## src/rtl/plic_pkg.sv

```systemverilog
// ---------------------------------------------------------------------------
// plic_pkg
// Shared definitions for the PLIC target controller:
//   - default sizes (number of sources, priority width, decoded address width)
//   - byte offsets of the register map
//   - prio_t priority type and reg_sel_e register-select enum
// ---------------------------------------------------------------------------
package plic_pkg;

    localparam int N_SRC_DEFAULT  = 6;
    localparam int PRIO_W_DEFAULT = 3;
    localparam int ADDR_W_DEFAULT = 10;

    // Byte offsets inside the block's address window
    localparam int unsigned PRIO_BASE = 'h000;
    localparam int unsigned PEND_OFS  = 'h080;
    localparam int unsigned EN_OFS    = 'h100;
    localparam int unsigned THR_OFS   = 'h180;
    localparam int unsigned CLAIM_OFS = 'h184;

    typedef logic [PRIO_W_DEFAULT-1:0] prio_t;

    // Which register a bus access hits
    typedef enum logic [2:0] {
        REG_NONE,
        REG_PRIO,
        REG_PEND,
        REG_EN,
        REG_THR,
        REG_CLAIM
    } reg_sel_e;

endpackage

```

## src/rtl/plic_target_ctrl_if.sv

```systemverilog
// ---------------------------------------------------------------------------
// plic_target_ctrl_if
// Wishbone B4 classic slave bundle for the PLIC target controller.
//   wb_adr_i  byte address (bits [1:0] ignored by the slave)
//   wb_dat_i  write data
//   wb_sel_i  byte selects (ignored, full-word accesses only)
//   wb_we_i   write enable
//   wb_cyc_i  bus cycle
//   wb_stb_i  strobe
//   wb_dat_o  read data, valid while wb_ack_o is high
//   wb_ack_o  single-cycle acknowledge
// master drives the request side, slave drives data/ack back.
// ---------------------------------------------------------------------------
interface plic_target_ctrl_if #(
    parameter int ADDR_W = plic_pkg::ADDR_W_DEFAULT
) ();

    logic [ADDR_W-1:0] wb_adr_i;
    logic [31:0]       wb_dat_i;
    logic [3:0]        wb_sel_i;
    logic              wb_we_i;
    logic              wb_cyc_i;
    logic              wb_stb_i;
    logic [31:0]       wb_dat_o;
    logic              wb_ack_o;

    modport master (
        output wb_adr_i, wb_dat_i, wb_sel_i, wb_we_i, wb_cyc_i, wb_stb_i,
        input  wb_dat_o, wb_ack_o
    );

    modport slave (
        input  wb_adr_i, wb_dat_i, wb_sel_i, wb_we_i, wb_cyc_i, wb_stb_i,
        output wb_dat_o, wb_ack_o
    );

endinterface

```

## src/rtl/plic_gateway.sv

```systemverilog
// ---------------------------------------------------------------------------
// plic_gateway
// Per-source interrupt gateway: latches a level line as pending and tracks
// whether the source has been claimed and not yet completed (in flight).
//   clk         system clock
//   reset       asynchronous, active-high reset
//   i_irq       level interrupt line of this source
//   i_claim     this source is claimed on this edge
//   i_complete  a complete for this source's ID is written on this edge
//   o_pending   pending flag
// ---------------------------------------------------------------------------
module plic_gateway (
    input  logic clk,
    input  logic reset,
    input  logic i_irq,
    input  logic i_claim,
    input  logic i_complete,
    output logic o_pending
);

    logic r_pending;
    logic r_inFlight;

    // A claim moves the source from pending to in flight. While in flight
    // the line is masked, so a still-high level line re-pends only after
    // the complete has cleared in_flight (the edge after the complete).
    always_ff @(posedge clk or posedge reset) begin
        if (reset) begin
            r_pending  <= 1'b0;
            r_inFlight <= 1'b0;
        end else if (i_claim) begin
            r_pending  <= 1'b0;
            r_inFlight <= 1'b1;
        end else begin
            if (i_irq && !r_pending && !r_inFlight) begin
                r_pending <= 1'b1;
            end
            if (i_complete) begin
                r_inFlight <= 1'b0;
            end
        end
    end

    assign o_pending = r_pending;

endmodule

```

## src/rtl/plic_target_ctrl.sv

```systemverilog
// ---------------------------------------------------------------------------
// plic_target_ctrl
// Single-target PLIC: gates the SoC peripheral interrupt lines, arbitrates
// by priority against a threshold and raises the machine external interrupt.
// Firmware programs it and does claim/complete over a Wishbone slave port.
//   clk        system clock
//   reset      asynchronous, active-high reset
//   irq_src_i  level lines, bit k-1 is source ID k
//              (uart, spi_flash, spi2, gpio, i2c, ptc)
//   wb         Wishbone classic slave port (plic_target_ctrl_if.slave)
//   ext_irq_o  machine external interrupt (MEIP), registered
// Register map (byte offsets): 0x000+4*id priority, 0x080 pending (RO),
// 0x100 enable, 0x180 threshold, 0x184 claim (read) / complete (write).
// ---------------------------------------------------------------------------
module plic_target_ctrl
    import plic_pkg::*;
#(
    parameter int N_SRC  = N_SRC_DEFAULT,
    parameter int PRIO_W = PRIO_W_DEFAULT,
    parameter int ADDR_W = ADDR_W_DEFAULT
) (
    input  logic               clk,
    input  logic               reset,
    input  logic [N_SRC-1:0]   irq_src_i,
    plic_target_ctrl_if.slave  wb,
    output logic               ext_irq_o
);

    localparam int ID_W = $clog2(N_SRC + 1);
    localparam int WA_W = ADDR_W - 2;

    // Word addresses of the fixed registers
    localparam logic [WA_W-1:0] PRIO_FIRST_WA = WA_W'((PRIO_BASE >> 2) + 1);
    localparam logic [WA_W-1:0] PRIO_LAST_WA  = WA_W'((PRIO_BASE >> 2) + N_SRC);
    localparam logic [WA_W-1:0] PEND_WA       = WA_W'(PEND_OFS >> 2);
    localparam logic [WA_W-1:0] EN_WA         = WA_W'(EN_OFS >> 2);
    localparam logic [WA_W-1:0] THR_WA        = WA_W'(THR_OFS >> 2);
    localparam logic [WA_W-1:0] CLAIM_WA      = WA_W'(CLAIM_OFS >> 2);

    logic [WA_W-1:0]   w_wordAdr;
    reg_sel_e          w_sel;
    logic              w_access;
    logic              w_rdEn;
    logic              w_wrEn;
    logic              w_claimRd;
    logic              w_completeWr;
    logic [N_SRC:1]    w_pending;
    logic [ID_W-1:0]   w_candId;
    logic [31:0]       w_rdata;
    logic              w_unusedBits;

    logic [PRIO_W-1:0] r_prio [1:N_SRC];
    logic [N_SRC:1]    r_enable;
    logic [PRIO_W-1:0] r_thr;
    logic              r_ack;
    logic [31:0]       r_datO;
    logic              r_extIrq;

    assign w_wordAdr    = wb.wb_adr_i[ADDR_W-1:2];
    assign w_unusedBits = ^{wb.wb_sel_i, wb.wb_adr_i[1:0]};

    // An access fires only on the edge that raises ack, so a held strobe
    // produces exactly one side effect per acknowledge.
    assign w_access     = wb.wb_cyc_i & wb.wb_stb_i & ~r_ack;
    assign w_rdEn       = w_access & ~wb.wb_we_i;
    assign w_wrEn       = w_access & wb.wb_we_i;
    assign w_claimRd    = w_rdEn && (w_sel == REG_CLAIM);
    assign w_completeWr = w_wrEn && (w_sel == REG_CLAIM);

    // Address decode; priority slot 0 (ID 0) is reserved and stays unmapped
    always_comb begin
        w_sel = REG_NONE;
        if (w_wordAdr >= PRIO_FIRST_WA && w_wordAdr <= PRIO_LAST_WA) begin
            w_sel = REG_PRIO;
        end else if (w_wordAdr == PEND_WA) begin
            w_sel = REG_PEND;
        end else if (w_wordAdr == EN_WA) begin
            w_sel = REG_EN;
        end else if (w_wordAdr == THR_WA) begin
            w_sel = REG_THR;
        end else if (w_wordAdr == CLAIM_WA) begin
            w_sel = REG_CLAIM;
        end
    end

    // Arbiter: strictly-greater comparison while scanning upward keeps the
    // lowest ID on ties, and seeding with the threshold means only
    // priorities above it can win (priority 0 therefore never wins).
    always_comb begin : arbiter
        logic [PRIO_W-1:0] bestPrio;
        bestPrio = r_thr;
        w_candId = '0;
        for (int k = 1; k <= N_SRC; k++) begin
            if (w_pending[k] && r_enable[k] && (r_prio[k] > bestPrio)) begin
                bestPrio = r_prio[k];
                w_candId = ID_W'(k);
            end
        end
    end

    // Read data mux; unmapped addresses read as zero
    always_comb begin
        w_rdata = '0;
        case (w_sel)
            REG_PRIO: begin
                for (int k = 1; k <= N_SRC; k++) begin
                    if (w_wordAdr == WA_W'((PRIO_BASE >> 2) + k)) begin
                        w_rdata = 32'(r_prio[k]);
                    end
                end
            end
            REG_PEND:  w_rdata = 32'({w_pending, 1'b0});
            REG_EN:    w_rdata = 32'({r_enable, 1'b0});
            REG_THR:   w_rdata = 32'(r_thr);
            REG_CLAIM: w_rdata = 32'(w_candId);
            default:   w_rdata = '0;
        endcase
    end

    // One gateway per source; the claim targets the current candidate and
    // a complete matches only the exact ID written, so ID 0 and
    // out-of-range IDs fall through without effect.
    for (genvar g = 1; g <= N_SRC; g++) begin : gen_gateway
        plic_gateway u_gateway (
            .clk        (clk),
            .reset      (reset),
            .i_irq      (irq_src_i[g-1]),
            .i_claim    (w_claimRd && (w_candId == ID_W'(g))),
            .i_complete (w_completeWr && (wb.wb_dat_i == 32'(g))),
            .o_pending  (w_pending[g])
        );
    end

    // Register file, bus handshake and registered interrupt output.
    // ext_irq_o follows the arbiter one edge late, so threshold/enable
    // writes and claims show up on the edge after the acknowledge.
    always_ff @(posedge clk or posedge reset) begin
        if (reset) begin
            for (int k = 1; k <= N_SRC; k++) begin
                r_prio[k] <= '0;
            end
            r_enable <= '0;
            r_thr    <= '0;
            r_ack    <= 1'b0;
            r_datO   <= '0;
            r_extIrq <= 1'b0;
        end else begin
            r_ack    <= w_access;
            r_datO   <= w_rdEn ? w_rdata : '0;
            r_extIrq <= (w_candId != '0);
            if (w_wrEn) begin
                case (w_sel)
                    REG_PRIO: begin
                        for (int k = 1; k <= N_SRC; k++) begin
                            if (w_wordAdr == WA_W'((PRIO_BASE >> 2) + k)) begin
                                r_prio[k] <= wb.wb_dat_i[PRIO_W-1:0];
                            end
                        end
                    end
                    REG_EN:  r_enable <= wb.wb_dat_i[N_SRC:1];
                    REG_THR: r_thr    <= wb.wb_dat_i[PRIO_W-1:0];
                    default: ;
                endcase
            end
        end
    end

    assign wb.wb_ack_o = r_ack;
    assign wb.wb_dat_o = r_datO;
    assign ext_irq_o   = r_extIrq;

endmodule

```

## src/flat_wrapper.sv

```systemverilog
// flat-port wrapper written by rule: the top's interface ports become plain ports
module plic_target_ctrl_flat import plic_pkg::*;
#(
    parameter int N_SRC  = N_SRC_DEFAULT,
    parameter int PRIO_W = PRIO_W_DEFAULT,
    parameter int ADDR_W = ADDR_W_DEFAULT
)
  (clk, reset, irq_src_i, ext_irq_o, wb_wb_adr_i, wb_wb_dat_i, wb_wb_sel_i, wb_wb_we_i, wb_wb_cyc_i, wb_wb_stb_i, wb_wb_dat_o, wb_wb_ack_o);
  plic_target_ctrl_if #(.ADDR_W(ADDR_W)) wb_i ();
  input  logic clk;
  input  logic reset;
  input  logic [N_SRC-1:0] irq_src_i;
  output logic ext_irq_o;
  input wire logic [$bits(wb_i.wb_adr_i)-1:0] wb_wb_adr_i;
  input wire logic [$bits(wb_i.wb_dat_i)-1:0] wb_wb_dat_i;
  input wire logic [$bits(wb_i.wb_sel_i)-1:0] wb_wb_sel_i;
  input wire logic [$bits(wb_i.wb_we_i)-1:0] wb_wb_we_i;
  input wire logic [$bits(wb_i.wb_cyc_i)-1:0] wb_wb_cyc_i;
  input wire logic [$bits(wb_i.wb_stb_i)-1:0] wb_wb_stb_i;
  output wire logic [$bits(wb_i.wb_dat_o)-1:0] wb_wb_dat_o;
  output wire logic [$bits(wb_i.wb_ack_o)-1:0] wb_wb_ack_o;
  assign wb_i.wb_adr_i = wb_wb_adr_i;
  assign wb_i.wb_dat_i = wb_wb_dat_i;
  assign wb_i.wb_sel_i = wb_wb_sel_i;
  assign wb_i.wb_we_i = wb_wb_we_i;
  assign wb_i.wb_cyc_i = wb_wb_cyc_i;
  assign wb_i.wb_stb_i = wb_wb_stb_i;
  assign wb_wb_dat_o = wb_i.wb_dat_o;
  assign wb_wb_ack_o = wb_i.wb_ack_o;
  plic_target_ctrl #(.N_SRC(N_SRC), .PRIO_W(PRIO_W), .ADDR_W(ADDR_W)) u_core (.clk(clk), .reset(reset), .irq_src_i(irq_src_i), .wb(wb_i), .ext_irq_o(ext_irq_o));
endmodule
```

## config.mk

```make
export PLATFORM = sky130hd
export DESIGN_NAME = plic_target_ctrl_flat
export DESIGN_NICKNAME = d
export VERILOG_FILES = /design/src/rtl/plic_pkg.sv /design/src/rtl/plic_target_ctrl_if.sv /design/src/rtl/plic_gateway.sv /design/src/rtl/plic_target_ctrl.sv /design/src/flat_wrapper.sv
export SDC_FILE = /design/constraint.sdc
export NUM_CORES = 1
export LEC_CHECK = 0
export ABC_AREA = 1
export CORE_UTILIZATION = 42
export DETAILED_ROUTE_END_ITERATION = 7
export PLACE_DENSITY = 0.82
export SLEW_MARGIN = 10
export SYNTH_ARGS = -nofsm -noshare
export SYNTH_HDL_FRONTEND = slang
export SYNTH_SLANG_ARGS = --single-unit
```

## constraint.sdc

```tcl
create_clock -name clk -period 11.7 [get_ports clk]
set_input_delay 1.755 -clock clk [delete_from_list [all_inputs] [get_ports clk]]
set_output_delay 1.755 -clock clk [all_outputs]
set_load 0.01 [all_outputs]
```

==> impl_metrics.toml <==
[worst_setup_path]
cp_max_fo = 11
cp_slowest_cell = "nand4_1"
cpMostUsedCell = "o21ai_0"
crit_path_start_kind = "flip-flop"
worst_setup_path_end_kind = "flip-flop"
worstSetupPathType = "reg2reg"
max_stage_delay_ns = 0.56
crit_arrival_ns = 7.84
required_ns = 11.90

[floorplanning]
die_w_um = 91.4
die_h_um = 91.4
fp.coreArea_mm2 = 0.00773
row_count = 32
start_util_pct = 43.4
io_pins = 91
dieArea_mm2 = 0.00834

[timing]
hold_viol_final = 0
fmax_mhz = 131
maxSlewHeadroom_pct = 33.2
worst_pin_slew_ns = 1.00
fin_skew_ns = 0.00529
grt_setup_unrepaired = "no"
setup_viol = 0
fin_setup_tns_ns = 0
fin_crit_sh_pct = 65.3
period_minus_slack_ns = 7.64
slew_violations = 0
hold_ws_ns = 0.468

[place]
numPortBuffers = 59
place.gp.congestion = 0.921
hpwl_um = 6600

[routing]
vias = 3117
routed_wl_um = 8250
via_per_inst = 5.23
wire_per_inst_um = 13.8
remaining_drc_errors = 0
dr.pass1.iters = 5
postRouteAntennaNets = 0
drt_first_iter_violations = 247

[logic_synthesis]
synth-seq-cells = 48
avgSynthCellArea_um2 = 7.80
yosys_warnings = 0
synthCells = 430
synth_top_family_by_area = "simple AND/OR/NAND/NOR gates"
synth_compound_area_share_pct = 15.2
synthMuxAreaShare_pct = 1.34
syn_area_mm2 = 0.00335
synth_top_area_share_pct = 35.8
synth-adder-area-share_pct = 4.48
synth.distinct_cells = 41
seq_area_frac_synth_pct = 35.8
synth_top_area_cell = "dfrtp_1"
synth_xor_area_share_pct = 0
synth.top_cells.by_area = "dfrtp_1, nand2_1, inv_1"
synthSimpleGateAreaFrac_pct = 29.7

[global_route]
antenna_found_initial = 0
grt_use_total_pct = 20.5
grt_overflow_total = 0
grt_pass1_wl_um = 13600
grt_max_degree = 49
grt_pass1_vias = 2995

[layout]
area_growth_pct = 21.5
fin_nets = 562
drive_gt1_share_pct = 10.7
antennaDiodeCount = 0

[clock_tree]
h-tree-depth = 2
clkLatencyLatePin_ns = 0.30
ctsResizeCount = 0
clk_path_buf_depth = 2
cts_buffers = 5
cts_setup_buffers = 0
root_buffer = "clkbuf_8"
cts-hold-fix-buffers = 0
clk_pin_slew_ns = 0.09
clkSinkCount = 48
cts_tree = "yes"

[power_and_ir_drop]
power.leakage_nw = 1.79
peakVddDrop_v = 0.0000573
p_per_area_mw_per_mm2 = 81.0

[flow_run]
cap_viol_max_count = 0

[min_path]
hold_path.class = "reg2reg"

[run_status]
status = "finished clean"
-- synth_stat cells --
master,count
nand2_2,4
mux2_2,4
buf_2,1
o22ai_1,3
nand3_1,15
a21oi_1,20
dfrtp_1,48
nor3_2,1
nand4_2,1
a31oi_1,1
o2111ai_1,2
nor2_2,2
nand3_4,2
a21oi_4,1
a211oi_1,1
nand2_8,1
o31ai_1,1
nor4_1,7
nand2_4,9
nand4_1,11
inv_2,5
nor2_4,2
o21bai_2,1
o21ai_1,6
inv_1,61
nand2_1,81
conb_1,1
a41oi_1,1
o21ai_0,41
buf_4,26
nand3_2,7
nor3_1,15
a22oi_1,2
o31ai_2,1
o211a_1,1
ha_1,12
nand4_4,1
a221oi_1,2
nor2_1,26
a21oi_2,2
o41ai_1,1
-- area by class of cell --
cell class / count / area, um2
inverters: 66 / 248
flip-flops and latches: 48 / 1200
clock buffers: 5 / 68.8
well taps: 102 / 128
repair buffers: 59 / 591
multi-input cells: 313 / 1790
clock inverters: 3 / 42.5
fillers: 701 / 3650
-- through the flow --
| step | util [%] | cells | setup WS [ns] | cell area, um2 | power (W) |
|---|---|---|---|---|---|
| after floorplan | - | 454 | 5.42 | 3440 | 0.000196 |
| after detailed placement | 51.3 | 588 | 4.17 | 3960 | 0.000213 |
| after CTS | 52.7 | 596 | 4.13 | 4070 | 0.000334 |
| after global placement | 51.3 | 588 | 4.43 | 3960 | 0.000212 |
| final | 52.7 | 596 | 4.06 | 4070 | 0.000330 |
| after global routing | 52.7 | 596 | 3.39 | 4070 | 0.000345 |
-- state kept, by name, summed over array words and instances (netlist names) --
| register | cells |
|---|---|
| u_core.gen_gateway.u_gateway.o_pending | 6 |
| u_core.r_enable | 6 |
| u_core.r_prio | 18 |
| u_core.wb.wb_dat_o | 7 |
| u_core.wb.wb_ack_o | 1 |
| u_core.r_thr | 3 |
| u_core.ext_irq_o | 1 |
| u_core.gen_gateway.u_gateway.r_inFlight | 6 |
-- worst max-delay path: cells and delay by family, from the launching register on --
| family | cells | cell delay (ns) |
|---|---|---|
| and+or+nand+nor | 21 | 3.11 |
| adders and majority gates | 6 | 1.89 |
| AOI/OAI and AO/OA | 10 | 1.85 |
| DFF | 1 | 0.41 |
| buffers and inverters | 3 | 0.27 |
-- placed cells by master (no fill, tap or decap), types with 2 or more instances in the layout --
cell and n:
a21oi_1 20, a21oi_2 2, a221oi_1 2, a22oi_1 2
clkbuf_8 5, clkdlybuf4s50_1 59, conb_1 25, dfrtp_1 48
ha_1 12, inv_1 60, inv_2 6, mux2_2 4
nand2_1 81, nand2_2 4, nand2_4 9, nand3_1 15
nand3_2 7, nand3_4 2, nand4_1 11, nor2_1 26
nor2_2 2, nor2_4 2, nor3_1 15, nor4_1 7
o2111ai_1 2, o21ai_0 41, o21ai_1 6, o22ai_1 3
-- worst paths after layout --
path	startpoint	endpoint	slack, ns	cells past startpoint
min in group asynchronous	reset	u_core.r_enable[2]	2.00	2
min	u_core.wb.wb_ack_o	u_core.wb.wb_ack_o	0.47	1
max in group asynchronous	reset	u_core.wb.wb_dat_o[1]	9.08	2
min reg2reg	u_core.wb.wb_ack_o	u_core.wb.wb_ack_o	0.47	1
max	u_core.r_thr[2]	u_core.gen_gateway[4].u_gateway.o_pending	4.06	40
max reg2reg	u_core.r_thr[2]	u_core.gen_gateway[4].u_gateway.o_pending	4.06	40
-- routing by layer --
layer | up-vias | part of all wire (%) | global-route usage, %
met5 | - | 0 | 0
met4 | 0 | 2.0 | 8.07
met3 | 21 | 7.8 | 4.19
met2 | 139 | 48 | 34.2
met1 | 1443 | 42 | 26.0
li1 | 1514 | - | -
-- report_power, final --
group	switching (W)	internal (W)
clock network	0.0000566	0.0000632
logic	0.0000225	0.0000200
registers	0.000000829	0.000167
-- cell families (layout without fill, tap and decap cells) --
logic type	after synthesis	after routing
muxes	4	4
and+or+nand+nor	185	185
adders and majority gates	12	12
DFF	48	48
other	1	25
buffers and inverters	93	133
AOI/OAI and AO/OA	87	87
Note: power is estimated with default switching activity, not from simulation.
